`src/rtl/alu_operand_stage.sv`:
```
// Purpose : operand fetch for the ALU. A 32x32 register file is read with
//           writeback bypass, and the result is held in a single output register.
// Latency : 1 cycle from accept to out_valid. Backpressure: in_ready = !out_valid || out_ready,
//           so a full drain and a new accept can happen on the same edge.
// Ports   : clk/rst (async, active-high); in_* = upstream op (valid/ready, rs1/rs2/rd,
//           alu_op, use_imm/imm); wb_* = result writeback; out_* = operand bundle
//           (valid/ready); issue_count = number of completed output handshakes.
module alu_operand_stage #(
  parameter int CNT_W = 16,
  parameter int IMM_W = 12
) (
  input  logic             clk,
  input  logic             rst,
  input  logic             in_valid,
  output logic             in_ready,
  input  logic [4:0]       in_rs1,
  input  logic [4:0]       in_rs2,
  input  logic [4:0]       in_rd,
  input  logic [3:0]       in_alu_op,
  input  logic             in_use_imm,
  input  logic [IMM_W-1:0] in_imm,
  input  logic             wb_valid,
  input  logic [4:0]       wb_rd,
  input  logic [31:0]      wb_data,
  output logic             out_valid,
  input  logic             out_ready,
  output logic [31:0]      out_op1,
  output logic [31:0]      out_op2,
  output logic [3:0]       out_alu_op,
  output logic [4:0]       out_rd,
  output logic [CNT_W-1:0] issue_count
);

  localparam logic [CNT_W-1:0] CNT_ONE = {{(CNT_W-1){1'b0}}, 1'b1};

  logic [31:0] regs [32];
  logic [4:0]  rs1_q;
  logic [4:0]  rs2_q;
  logic        use_imm_q;

  logic        accept;
  logic        hold;
  logic        wb_en;
  logic [31:0] src1;
  logic [31:0] src2;
  logic [31:0] imm_ext;

  assign in_ready = !out_valid || out_ready;
  assign accept   = in_valid && in_ready;
  assign hold     = out_valid && !out_ready;
  // Writes to x0 are dropped here, so everything below may rely on wb_en implying wb_rd != 0.
  assign wb_en    = wb_valid && (wb_rd != 5'd0);
  assign imm_ext  = {{(32-IMM_W){in_imm[IMM_W-1]}}, in_imm};

  // Source read with same-cycle writeback bypass; x0 is hard-wired to zero.
  always_comb begin
    src1 = 32'd0;
    src2 = 32'd0;
    if (in_rs1 != 5'd0) src1 = (wb_en && wb_rd == in_rs1) ? wb_data : regs[in_rs1];
    if (in_rs2 != 5'd0) src2 = (wb_en && wb_rd == in_rs2) ? wb_data : regs[in_rs2];
  end

  // Register file. Entry 0 is never written.
  always_ff @(posedge clk or posedge rst) begin
    if (rst) begin
      for (int i = 0; i < 32; i++) regs[i] <= 32'd0;
    end else if (wb_en) begin
      regs[wb_rd] <= wb_data;
    end
  end

  // Output bundle register and issue counter.
  always_ff @(posedge clk or posedge rst) begin
    if (rst) begin
      out_valid   <= 1'b0;
      out_op1     <= 32'd0;
      out_op2     <= 32'd0;
      out_alu_op  <= 4'd0;
      out_rd      <= 5'd0;
      rs1_q       <= 5'd0;
      rs2_q       <= 5'd0;
      use_imm_q   <= 1'b0;
      issue_count <= '0;
    end else begin
      if (out_valid && out_ready) issue_count <= issue_count + CNT_ONE;

      if (accept) begin
        out_valid  <= 1'b1;
        out_op1    <= src1;
        out_op2    <= in_use_imm ? imm_ext : src2;
        out_alu_op <= in_alu_op;
        out_rd     <= in_rd;
        rs1_q      <= in_rs1;
        rs2_q      <= in_rs2;
        use_imm_q  <= in_use_imm;
      end else if (out_valid && out_ready) begin
        out_valid <= 1'b0;
      end else if (hold) begin
        // A stalled bundle snoops writebacks so it never issues with stale operands.
        // The immediate operand is never replaced.
        if (wb_en && wb_rd == rs1_q) out_op1 <= wb_data;
        if (wb_en && wb_rd == rs2_q && !use_imm_q) out_op2 <= wb_data;
      end
    end
  end

endmodule
```
`config.mk`:
```
export PLATFORM = sky130hd
export DESIGN_NAME = alu_operand_stage
export DESIGN_NICKNAME = d
export VERILOG_FILES = /design/src/rtl/alu_operand_stage.sv
export SDC_FILE = /design/constraint.sdc
export NUM_CORES = 2
export LEC_CHECK = 0
export CORE_AREA = 2 2 416 500
export DETAILED_ROUTE_END_ITERATION = 8
export DIE_AREA = 0 0 418 502
export GPL_ROUTABILITY_DRIVEN = 0
export PLACE_DENSITY_LB_ADDON = 0.12
export REMOVE_ABC_BUFFERS = 1
export SYNTH_ARGS = -nofsm -noshare
export SYNTH_HDL_FRONTEND = slang
export SYNTH_SLANG_ARGS = --single-unit
```
`constraint.sdc`:
```
create_clock -name clk -period 36.5 [get_ports clk]
set_input_delay 5.475 -clock clk [delete_from_list [all_inputs] [get_ports clk]]
set_output_delay 5.475 -clock clk [all_outputs]
set_load 0.01 [all_outputs]
```
==> metrics <==
status completed; max_slew headroom 16.2%; fin crit period 12.65 ns; post-DP HPWL 125000 um; DR WL met2 108000 um; crit end category output pin; Bufs on Longest Clock Path 3; RSZ-0062 raised after global routing no; first-pass GRT wire length 309000 um; worst-path fanout max 8; DR vias 38100; CTS tree done; register area share after synthesis 49.3%; r2r worst-path depth 7; post-DR vias/cell 5.39; critical path type primary input to output pin; GR Overflow Total 0; Leak 27.5 nW; distinct cell type count after synthesis 66; pwr dens 56.7 nW/um2; # setup viols final 0; Worst Setup EP in_ready; Crit. Startpoint out_ready; area growth from synthesis to layout 14.8%; Row Count 182; slew of the pin with the lowest slew margin 1.25 ns; Critical Path AT 7.17 ns; Switch Pwr 1.05 mW; Die Footprint 210000 um2; PortBufs 164; register bit count reported by yosys 1125; wl on met1 90300 um; Clock Pin Slew Worst Setup and Hold Paths 0.05 ns; CP startpoint kind primary input; Pwr Total 3.72 mW; Peak VDD IR 0.0532 mV; Tcrit/Tclk final 34.7%; asr flop ratio synth 100%; synth top area cells dfrtp_1 (49%), mux4_2 (20%), mux2_2 (11%), nand2_1 (4.1%), o21ai_0 (4.0%); Min-Delay Startpoint regs[1003]; hold_buf cts 0; area post-placement 61100 um2; Final Max Tran Viols 0; Placement Setup Slack 23.86 ns; Post-synth top cells dfrtp_1 (1125), nand2_1 (625), mux2_2 (550); Top Metal Used met5; Fin. Hold Viols 0; Top FF cell, synth dfrtp_1; clk sink count 1125; clk_lat worst skew 0.80 ns; Synth warnings 0; Synth area leader dfrtp_1; total of max-cap violations 0; fmax 79.1 MHz; R2R setup slack 33.37 ns; internal cell power 2.67 mW; Post-synth EDFFs 0; Seq pwr share 44.6%; final WL 215000 um; Hold WS 0.395 ns; vias in the first global route 40300; top cell type's share of synthesized area 49.3%; Root Driver clkbuf_16; die height 502 um; total CTS buffers 133; largest net degree at the start of global routing 103; power share of the combinational group 18.3%; io pins 165; drt pass-1 iters 7; Post-CTS Setup Inserts 0; DRT iter0 DRCs 2775; Max H-tree Level 4; cell with the most instances after synthesis dfrtp_1; Remaining DRCs 0; initial antenna violation count 9; core area 205000 um2; Synth Instances 4356; CTS resizes 0; met3 WL 7950 um; antenna viol nets, final 0; # nets final 4373; Setup Skew 0.0372 ns; RR Endpoint out_op2[29]; Final Cell Area 65600 um2; RR Startpoint out_valid; starting density of the core 27.9%; Min-Delay Path Class flip-flop to flip-flop; Net Sw Frac 28.1%; post-layout util 32.0%; Clock Power Share 37.1%; final worst slack 23.85 ns; Routed wire per std cell 30.4 um; die extent in x 418 um; share of cells above drive strength 1 33.1%; critical path required time 31.02 ns; Cell Area, Synth 57100 um2; Syn Area/Cell 13.1 um2; total global-route track usage 20.5%
==> kinds of logic (layout without fill, tap and decap cells) <==
| family | after synthesis | count (layout) | share of synthesized area [%] |
|---|---|---|---|
| DFF | 1125 | 1125 | 49.3 |
| muxes | 1116 | 1116 | 32.0 |
| AOI/OAI and AO/OA | 800 | 800 | 8.28 |
| and+or+nand+nor | 780 | 780 | 5.85 |
| buffers and inverters | 499 | 544 | 4.04 |
| xor gates and xnor gates | 35 | 35 | 0.536 |
| adders and majority gates | 1 | 1 | 0.0219 |
| other | 0 | 2 | 0 |
==> per-layer routing <==
| layer | track usage, % | up-vias |
|---|---|---|
| li1 | - | 16200 |
| met1 | 26.3 | 20600 |
| met2 | 35.3 | 981 |
| met3 | 2.42 | 318 |
| met4 | 8.25 | 2 |
| met5 | 0 | - |
==> power by group through the flow <==
stage	clock network, mW	logic, mW	registers [mW]
floorplan	0	0.465	1.62
global placement	0	0.676	1.68
detailed placement	0	0.688	1.68
CTS	1.42	0.689	1.66
global route	1.47	0.744	1.69
finish	1.38	0.679	1.66
==> worst min path at each step <==
stage                       endpoint  slack, ns  cells past startpoint
after global placement     regs[999]       0.38                      0
after detailed placement  regs[1016]       0.38                      0
after global routing      regs[1016]       0.41                      0
after floorplan           regs[1000]       0.37                      0
after CTS                 regs[1016]       0.40                      0
final                     regs[1003]       0.39                      0
==> registers in the layout, summed over array words and instances (netlist names) <==
name / cells
regs: 1024
out_op1: 32
out_op2: 32
issue_count: 16
out_rd: 5
rs1_q: 5
rs2_q: 5
out_alu_op: 4
out_valid: 1
use_imm_q: 1
==> cells in the final DEF, fill, tap and decap left out, drive strengths merged, types with 8 or more instances in the layout <==
master         count
dfrtp           1125
nand2            628
mux2             558
mux4             513
o21ai            457
clkbuf           193
clkdlybuf4s50    157
o22ai            148
buf              120
a22oi             57
mux2i             45
o2111ai           44
nor4              32
inv               32
a21oi             30
clkinv            30
a21o              28
nor2              27
xor2              20
xnor2             15
nand4             14
nand3             13
bufinv             9
or4                8
==> final cells by class <==
cell class                      instances  area (um2)
Fill cell                           20300      139000
Sequential cell                      1125       28200
Multi-Input combinational cell       2732       27000
Clock buffer                          192        3910
Tap cell                             2668        3340
Timing Repair Buffer                  278        2550
Clock inverter                         46         538
Inverter                               28         113
Antenna cell                            2        5.00
==> critical path, stage by stage <==
cell and delay (ns):
clkdlybuf4s50_1 0.54, nand2b_1 0.50, clkdlybuf4s50_1 0.66
==> stage by stage <==
step / instances / TNS, ns
2_1_floorplan: 3885 / -737.00
3_3_place_gp: 6831 / 0
3_5_place_dp: 6831 / 0
4_1_cts: 7069 / 0
5_1_grt: 7071 / 0
6_report: 7071 / 0
(Power assumes the default switching activity.)
